--- config.mk ---
export PLATFORM = sky130hd
export DESIGN_NAME = spi_rom_arbiter_flat
export DESIGN_NICKNAME = d
export VERILOG_FILES = /design/src/rtl/spi_rom_arbiter_if.sv /design/src/rtl/spi_rom_arbiter.sv /design/src/flat_wrapper.sv
export SDC_FILE = /design/constraint.sdc
export NUM_CORES = 1
export LEC_CHECK = 0
export BUFFER_PORTS_ARGS = -buffer_cell sky130_fd_sc_hd__clkbuf_2
export CORE_ASPECT_RATIO = 1.4
export CORE_MARGIN = 3
export CORE_UTILIZATION = 35
export DETAILED_ROUTE_END_ITERATION = 16
export PLACE_DENSITY_LB_ADDON = 0.05
export SKIP_CTS_REPAIR_TIMING = 1
export SYNTH_ARGS = -nofsm -noshare
export SYNTH_HDL_FRONTEND = slang
export SYNTH_SLANG_ARGS = --single-unit
export TNS_END_PERCENT = 1
--- constraint.sdc ---
create_clock -name clk -period 6.4 [get_ports clk]
set_input_delay 0.96 -clock clk [delete_from_list [all_inputs] [get_ports clk]]
set_output_delay 0.96 -clock clk [all_outputs]
set_load 0.005 [all_outputs]
--- src/rtl/spi_rom_arbiter_if.sv ---
// Requester-side bus of the SPI flash ROM arbiter: two read request ports plus
// the shared read-data return path. The arbiter takes the slave modport.
interface spi_rom_arbiter_if;
    logic        req0;
    logic        req1;
    logic [23:0] addr0;
    logic [23:0] addr1;
    logic [3:0]  len0;
    logic [3:0]  len1;
    logic        gnt0;
    logic        gnt1;
    logic        abort;
    logic        busy;
    logic [7:0]  rd_data;
    logic        rd_valid;
    logic        rd_id;
    logic        rd_last;

    modport slave (
        input  req0, req1, addr0, addr1, len0, len1, abort,
        output gnt0, gnt1, busy, rd_data, rd_valid, rd_id, rd_last
    );

    modport master (
        output req0, req1, addr0, addr1, len0, len1, abort,
        input  gnt0, gnt1, busy, rd_data, rd_valid, rd_id, rd_last
    );
endinterface

--- src/rtl/spi_rom_arbiter.sv ---
// Two-port arbiter running 03h READ transactions on an external SPI flash ROM.
// Define SPI_ARB_RR_EN for round-robin arbitration; default is fixed priority (port 0).
module spi_rom_arbiter #(
    parameter int unsigned CS_GAP = 2
) (
    input  logic               clk,
    input  logic               reset_n,
    spi_rom_arbiter_if.slave   bus,
    output logic               spi_cs,
    output logic               spi_sclk,
    output logic               spi_mosi,
    input  logic               spi_miso
);
    localparam int unsigned ADDR_W = 24;
    localparam int unsigned LEN_W  = 4;
    localparam int unsigned GAP_W  = 4;
    localparam int unsigned CNT_W  = 7;
    localparam int unsigned TX_W   = 32;
    localparam logic [7:0]        CMD_READ = 8'h03;
    localparam logic [GAP_W-1:0]  GAP_INIT = GAP_W'(CS_GAP - 1);

    typedef enum logic [2:0] {
        S_IDLE, S_CMD, S_ADDR, S_TURN, S_DATA, S_GAP
    } state_t;

    state_t             r_state;
    logic [TX_W-1:0]    r_tx;
    logic [CNT_W-1:0]   r_cnt;
    logic [7:0]         r_rx;
    logic [LEN_W-1:0]   r_len;
    logic               r_id;
    logic [GAP_W-1:0]   r_gap;
    logic               r_gnt0;
    logic               r_gnt1;
    logic               r_busy;
    logic [7:0]         r_rd_data;
    logic               r_rd_valid;
    logic               r_rd_id;
    logic               r_rd_last;
    logic               r_cs;
    logic               r_mosi;

    logic               w_any_req;
    logic               w_pick1;
    logic [ADDR_W-1:0]  w_addr;
    logic [LEN_W-1:0]   w_len;
    logic [7:0]         w_rx_next;
    logic               w_byte_done;
    logic               w_last_byte;
    logic               w_in_txn;

    assign w_any_req   = bus.req0 | bus.req1;
    assign w_addr      = w_pick1 ? bus.addr1 : bus.addr0;
    assign w_len       = w_pick1 ? bus.len1  : bus.len0;
    assign w_rx_next   = {r_rx[6:0], spi_miso};
    assign w_byte_done = (r_cnt[2:0] == 3'd7);
    assign w_last_byte = (r_cnt[CNT_W-1:3] == r_len);
    assign w_in_txn    = (r_state == S_CMD) || (r_state == S_ADDR) ||
                         (r_state == S_TURN) || (r_state == S_DATA);

`ifdef SPI_ARB_RR_EN
    logic r_last_id;
    // Contested grant goes to the port that did not win last time.
    assign w_pick1 = bus.req1 & (~bus.req0 | ~r_last_id);
`else
    assign w_pick1 = bus.req1 & ~bus.req0;
`endif

    always_ff @(posedge clk or negedge reset_n) begin
        if (!reset_n) begin
            r_state    <= S_IDLE;
            r_tx       <= '0;
            r_cnt      <= '0;
            r_rx       <= '0;
            r_len      <= '0;
            r_id       <= 1'b0;
            r_gap      <= '0;
            r_gnt0     <= 1'b0;
            r_gnt1     <= 1'b0;
            r_busy     <= 1'b0;
            r_rd_data  <= '0;
            r_rd_valid <= 1'b0;
            r_rd_id    <= 1'b0;
            r_rd_last  <= 1'b0;
            r_cs       <= 1'b0;
            r_mosi     <= 1'b0;
`ifdef SPI_ARB_RR_EN
            r_last_id  <= 1'b1;
`endif
        end else begin
            r_gnt0     <= 1'b0;
            r_gnt1     <= 1'b0;
            r_rd_valid <= 1'b0;
            r_rd_last  <= 1'b0;

            case (r_state)
                // IDLE always has r_gap == 0, so it shares the grant path with an expired GAP.
                S_IDLE, S_GAP: begin
                    if (r_gap != '0) begin
                        r_gap <= r_gap - GAP_W'(1);
                    end else if (w_any_req) begin
                        r_id    <= w_pick1;
                        r_gnt0  <= ~w_pick1;
                        r_gnt1  <= w_pick1;
                        r_len   <= w_len;
                        r_tx    <= {CMD_READ[6:0], w_addr, 1'b0};
                        r_mosi  <= CMD_READ[7];
                        r_cs    <= 1'b1;
                        r_busy  <= 1'b1;
                        r_cnt   <= '0;
                        r_state <= S_CMD;
`ifdef SPI_ARB_RR_EN
                        r_last_id <= w_pick1;
`endif
                    end else begin
                        r_busy  <= 1'b0;
                        r_state <= S_IDLE;
                    end
                end
                S_CMD: begin
                    r_mosi <= r_tx[TX_W-1];
                    r_tx   <= {r_tx[TX_W-2:0], 1'b0};
                    if (r_cnt == CNT_W'(7)) begin
                        r_cnt   <= '0;
                        r_state <= S_ADDR;
                    end else begin
                        r_cnt <= r_cnt + CNT_W'(1);
                    end
                end
                S_ADDR: begin
                    if (r_cnt == CNT_W'(23)) begin
                        r_mosi  <= 1'b0;
                        r_cnt   <= '0;
                        r_state <= S_TURN;
                    end else begin
                        r_mosi <= r_tx[TX_W-1];
                        r_tx   <= {r_tx[TX_W-2:0], 1'b0};
                        r_cnt  <= r_cnt + CNT_W'(1);
                    end
                end
                // The edge leaving TURN samples data bit 0; the ROM drove it during TURN.
                S_TURN, S_DATA: begin
                    r_rx    <= w_rx_next;
                    r_cnt   <= r_cnt + CNT_W'(1);
                    r_state <= S_DATA;
                    if (w_byte_done) begin
                        r_rd_data  <= w_rx_next;
                        r_rd_valid <= 1'b1;
                        r_rd_id    <= r_id;
                        r_rd_last  <= w_last_byte;
                        if (w_last_byte) begin
                            r_cs    <= 1'b0;
                            r_gap   <= GAP_INIT;
                            r_state <= S_GAP;
                        end
                    end
                end
                default: r_state <= S_IDLE;
            endcase

            // Abort wins over the case above; a byte completing on this edge still goes out.
            if (bus.abort && w_in_txn) begin
                r_cs      <= 1'b0;
                r_mosi    <= 1'b0;
                r_rd_last <= 1'b0;
                r_gap     <= GAP_INIT;
                r_state   <= S_GAP;
            end
        end
    end

    assign bus.gnt0     = r_gnt0;
    assign bus.gnt1     = r_gnt1;
    assign bus.busy     = r_busy;
    assign bus.rd_data  = r_rd_data;
    assign bus.rd_valid = r_rd_valid;
    assign bus.rd_id    = r_rd_id;
    assign bus.rd_last  = r_rd_last;
    assign spi_cs       = r_cs;
    assign spi_mosi     = r_mosi;
    assign spi_sclk     = ~clk;
endmodule

--- src/flat_wrapper.sv ---
// flat-port wrapper written by rule: the top's interface ports become plain ports
module spi_rom_arbiter_flat 
#(
    parameter int unsigned CS_GAP = 2
)
  (clk, reset_n, spi_cs, spi_sclk, spi_mosi, spi_miso, bus_req0, bus_req1, bus_addr0, bus_addr1, bus_len0, bus_len1, bus_abort, bus_gnt0, bus_gnt1, bus_busy, bus_rd_data, bus_rd_valid, bus_rd_id, bus_rd_last);
  spi_rom_arbiter_if bus_i ();
  input  logic clk;
  input  logic reset_n;
  output logic spi_cs;
  output logic spi_sclk;
  output logic spi_mosi;
  input  logic spi_miso;
  input wire logic [$bits(bus_i.req0)-1:0] bus_req0;
  input wire logic [$bits(bus_i.req1)-1:0] bus_req1;
  input wire logic [$bits(bus_i.addr0)-1:0] bus_addr0;
  input wire logic [$bits(bus_i.addr1)-1:0] bus_addr1;
  input wire logic [$bits(bus_i.len0)-1:0] bus_len0;
  input wire logic [$bits(bus_i.len1)-1:0] bus_len1;
  input wire logic [$bits(bus_i.abort)-1:0] bus_abort;
  output wire logic [$bits(bus_i.gnt0)-1:0] bus_gnt0;
  output wire logic [$bits(bus_i.gnt1)-1:0] bus_gnt1;
  output wire logic [$bits(bus_i.busy)-1:0] bus_busy;
  output wire logic [$bits(bus_i.rd_data)-1:0] bus_rd_data;
  output wire logic [$bits(bus_i.rd_valid)-1:0] bus_rd_valid;
  output wire logic [$bits(bus_i.rd_id)-1:0] bus_rd_id;
  output wire logic [$bits(bus_i.rd_last)-1:0] bus_rd_last;
  assign bus_i.req0 = bus_req0;
  assign bus_i.req1 = bus_req1;
  assign bus_i.addr0 = bus_addr0;
  assign bus_i.addr1 = bus_addr1;
  assign bus_i.len0 = bus_len0;
  assign bus_i.len1 = bus_len1;
  assign bus_i.abort = bus_abort;
  assign bus_gnt0 = bus_i.gnt0;
  assign bus_gnt1 = bus_i.gnt1;
  assign bus_busy = bus_i.busy;
  assign bus_rd_data = bus_i.rd_data;
  assign bus_rd_valid = bus_i.rd_valid;
  assign bus_rd_id = bus_i.rd_id;
  assign bus_rd_last = bus_i.rd_last;
  spi_rom_arbiter #(.CS_GAP(CS_GAP)) u_core (.clk(clk), .reset_n(reset_n), .bus(bus_i), .spi_cs(spi_cs), .spi_sclk(spi_sclk), .spi_mosi(spi_mosi), .spi_miso(spi_miso));
endmodule
==> results.toml <==
[clock_network]
cts_tree = "built"
htree_levels = 3
clk_root_buffer_cell = "clkbuf_16"
cts_buffers = 9
clk_transition_reported_paths_ns = 0.05
clock_latency_ns = 0.34
clock_path_buffers = 2

[synth]
synth_seq_area_share_pct = 48.1
synthArstFlopShare_pct = 100
yosysUniqueCellTypes = 46
synth_top_area_share_pct = 48.1
netlist_top_cells_area = "dfrtp_1 (48%), mux2_2 (11%), mux2i_1 (6.1%)"
synth_edf_count = 0
synth_top_cell_by_area = "dfrtp_1"
ys_warn_count = 0
synth.cell_area_sq_um = 3800
synth.avg_cell_area_sq_um = 10.3
ys_ff_latch = 73
ys.flop_type = "dfrtp_1"
synth_cells = 369
syn-num-nets = 435

[sta]
rsz0062_at_grt = "false"
skew_ns = 0.00591
maxSlewViolCount = 0
relSlewSlack_pct = 37.9
tightest_slew_ns = 0.931
final-setup-viol-count = 0
fin_ws_ns = 1.75
hold_viol = 0
fin_tns_setup_ns = 0

[run_status]
status = "finished, final reports clean"

[pwr]
clock_power_share_pct = 23.5
p_leak_nw = 2.19
power_frac_comb_pct = 40.1
p_sw_share_pct = 35.9
powerDensity_nw_per_um2 = 472
p_seq_share_pct = 36.4
vdd_drop_max_mv = 0.222
p_int_mw = 1.39
p_sw_uw = 776

[layout]
diodes = 0
stdcell_area_sq_um = 4580
fin_util_pct = 43.8
fin_cells = 583
drive_gt1_share_pct = 31.7
layout_common_cells = "clkbuf_2 (77), dfrtp_1 (73), nand2_1 (46), o21ai_0 (43), mux2_2 (36)"
final_nets = 506
layout_commonest_cell = "clkbuf_2"
areaGrowthSynthToFinish_pct = 20.6

[detailed_routing]
drc = 0
viasPerCell = 5.02
routed_wl_microns = 8330
vias = 2924
ant_nets = 0
dr.pass1.iters = 4
avgRoutedWirePerCell_microns = 14.3
first_iter_violations = 124

[setup_path]
reg2reg_slack_ns = 3.99
reg2reg_depth = 7
worstPathMaxFanout = 11
required_ns = 5.44
crit_path_start_kind = "clock port"
critPathArrivalTime_ns = 3.69
r2r-start = "u_core.r_gap[0]"
reg2reg_to = "u_core.r_tx[8]"
crit_type = "clk2out"
end_kind = "output port"

[placement]
place.gp.congestion = 0.812
place_ws_ns = 2.12
io_buffers = 78
place_area_sq_um = 4290
dp.cells = 567
dp.final_hpwl_microns = 5840

[die]
die_h_microns = 129
start_util_pct = 36.3
placementRows = 44
io-pin-count = 79
die_w_microns = 94.1
core_sq_um = 10500
die_area_sq_um = 12200

[global_route]
grt_pass1_wl_microns = 14400
overflow = 0
grt_usage_pct = 14.9
antenna_found_initial = 0
first_global_vias = 2998
grt_max_degree = 74

[worst_hold_path]
hold_class = "reg2reg"
min_to = "u_core.bus.busy"
min_from = "u_core.bus.busy"
min_path_cells = 2

[run]
maxCapViolCount = 0
[stage by stage]
stage | hold WS [ns] | power (mW)
2_1_floorplan | 0.469 | 1.48
3_3_place_gp | 0.465 | 1.67
3_5_place_dp | 0.470 | 1.69
4_1_cts | 0.484 | 2.20
5_1_grt | 0.524 | 2.35
6_report | 0.479 | 2.16
[registers in the layout, summed over array words and instances (netlist names)]
| register | flops |
|---|---|
| u_core.r_tx | 31 |
| u_core.bus.rd_data | 8 |
| u_core.r_cnt | 7 |
| u_core.r_rx | 7 |
| u_core.r_gap | 4 |
| u_core.r_len | 4 |
| u_core.r_state | 3 |
| u_core.bus.busy | 1 |
| u_core.bus.gnt0 | 1 |
| u_core.bus.gnt1 | 1 |
| u_core.bus.rd_id | 1 |
| u_core.bus.rd_last | 1 |
| u_core.bus.rd_valid | 1 |
| u_core.r_id | 1 |
| u_core.spi_cs | 1 |
| u_core.spi_mosi | 1 |
[worst max-delay path, stage by stage]
cell	delay, ns
clkbuf_16	0.16
clkbuf_16	0.17
inv_1	0.05
clkbuf_2	0.10
[how the worst max path moves through the flow]
stage               slack, ns  endpoint  cells past startpoint  startpoint
global placement         2.12  spi_sclk                      2         clk
finish                   1.75  spi_sclk                      4         clk
global route             1.73  spi_sclk                      4         clk
detailed placement       2.12  spi_sclk                      2         clk
CTS                      1.74  spi_sclk                      4         clk
floorplan                2.20  spi_sclk                      1         clk
[final cells by class]
| type | instances | area [sq um] |
|---|---|---|
| flip-flops and latches | 73 | 1830 |
| clock buffers | 10 | 230 |
| repair buffers | 79 | 403 |
| clock inverters | 8 | 73.8 |
| inverters | 15 | 56.3 |
| multi-input cells | 260 | 1820 |
| well taps | 138 | 173 |
| fillers | 1072 | 5880 |
[kinds of logic after synthesis]
kind of cell    synth area share (%)
fa+ha+maj                       1.32
compound gates                  14.1
flops                           48.1
buf+inv                         4.38
xor+xnor                        1.61
simple gates                    11.9
mux                             18.7
[cells in the mapped netlist, drive strengths merged (2+ instances only)]
master / count
dfrtp: 73
nand2: 47
o21ai: 44
mux2: 41
mux2i: 23
inv: 16
nor2: 16
buf: 14
a21oi: 13
nand3: 8
nand2b: 7
clkbuf: 6
xor2: 6
a22o: 5
a22oi: 5
nor3: 5
ha: 4
nor2b: 4
a21o: 3
a31oi: 3
a211o: 2
a211oi: 2
a221o: 2
and2: 2
nor3b: 2
o21bai: 2
o22ai: 2
[power by group through the flow]
| stage | clock network (mW) | registers [mW] | logic [mW] |
|---|---|---|---|
| 4_1_cts | 0.527 | 0.792 | 0.883 |
| 3_3_place_gp | 0.00900 | 0.794 | 0.867 |
| 2_1_floorplan | 0.00358 | 0.736 | 0.744 |
| 3_5_place_dp | 0.00900 | 0.798 | 0.883 |
| 6_report | 0.509 | 0.789 | 0.867 |
| 5_1_grt | 0.550 | 0.819 | 0.983 |
[layer usage]
metal / vias up / wire length, microns / share of wire [%] / track usage (%)
met5: - / 0 / 0 / 0
met4: 0 / 147 / 1.8 / 6.29
met3: 10 / 360 / 4.3 / 3.19
met2: 62 / 4320 / 52 / 24.9
met1: 1414 / 3510 / 42 / 18.6
li1: 1438 / - / - / -
Note: power is estimated with default switching activity, not from simulation.
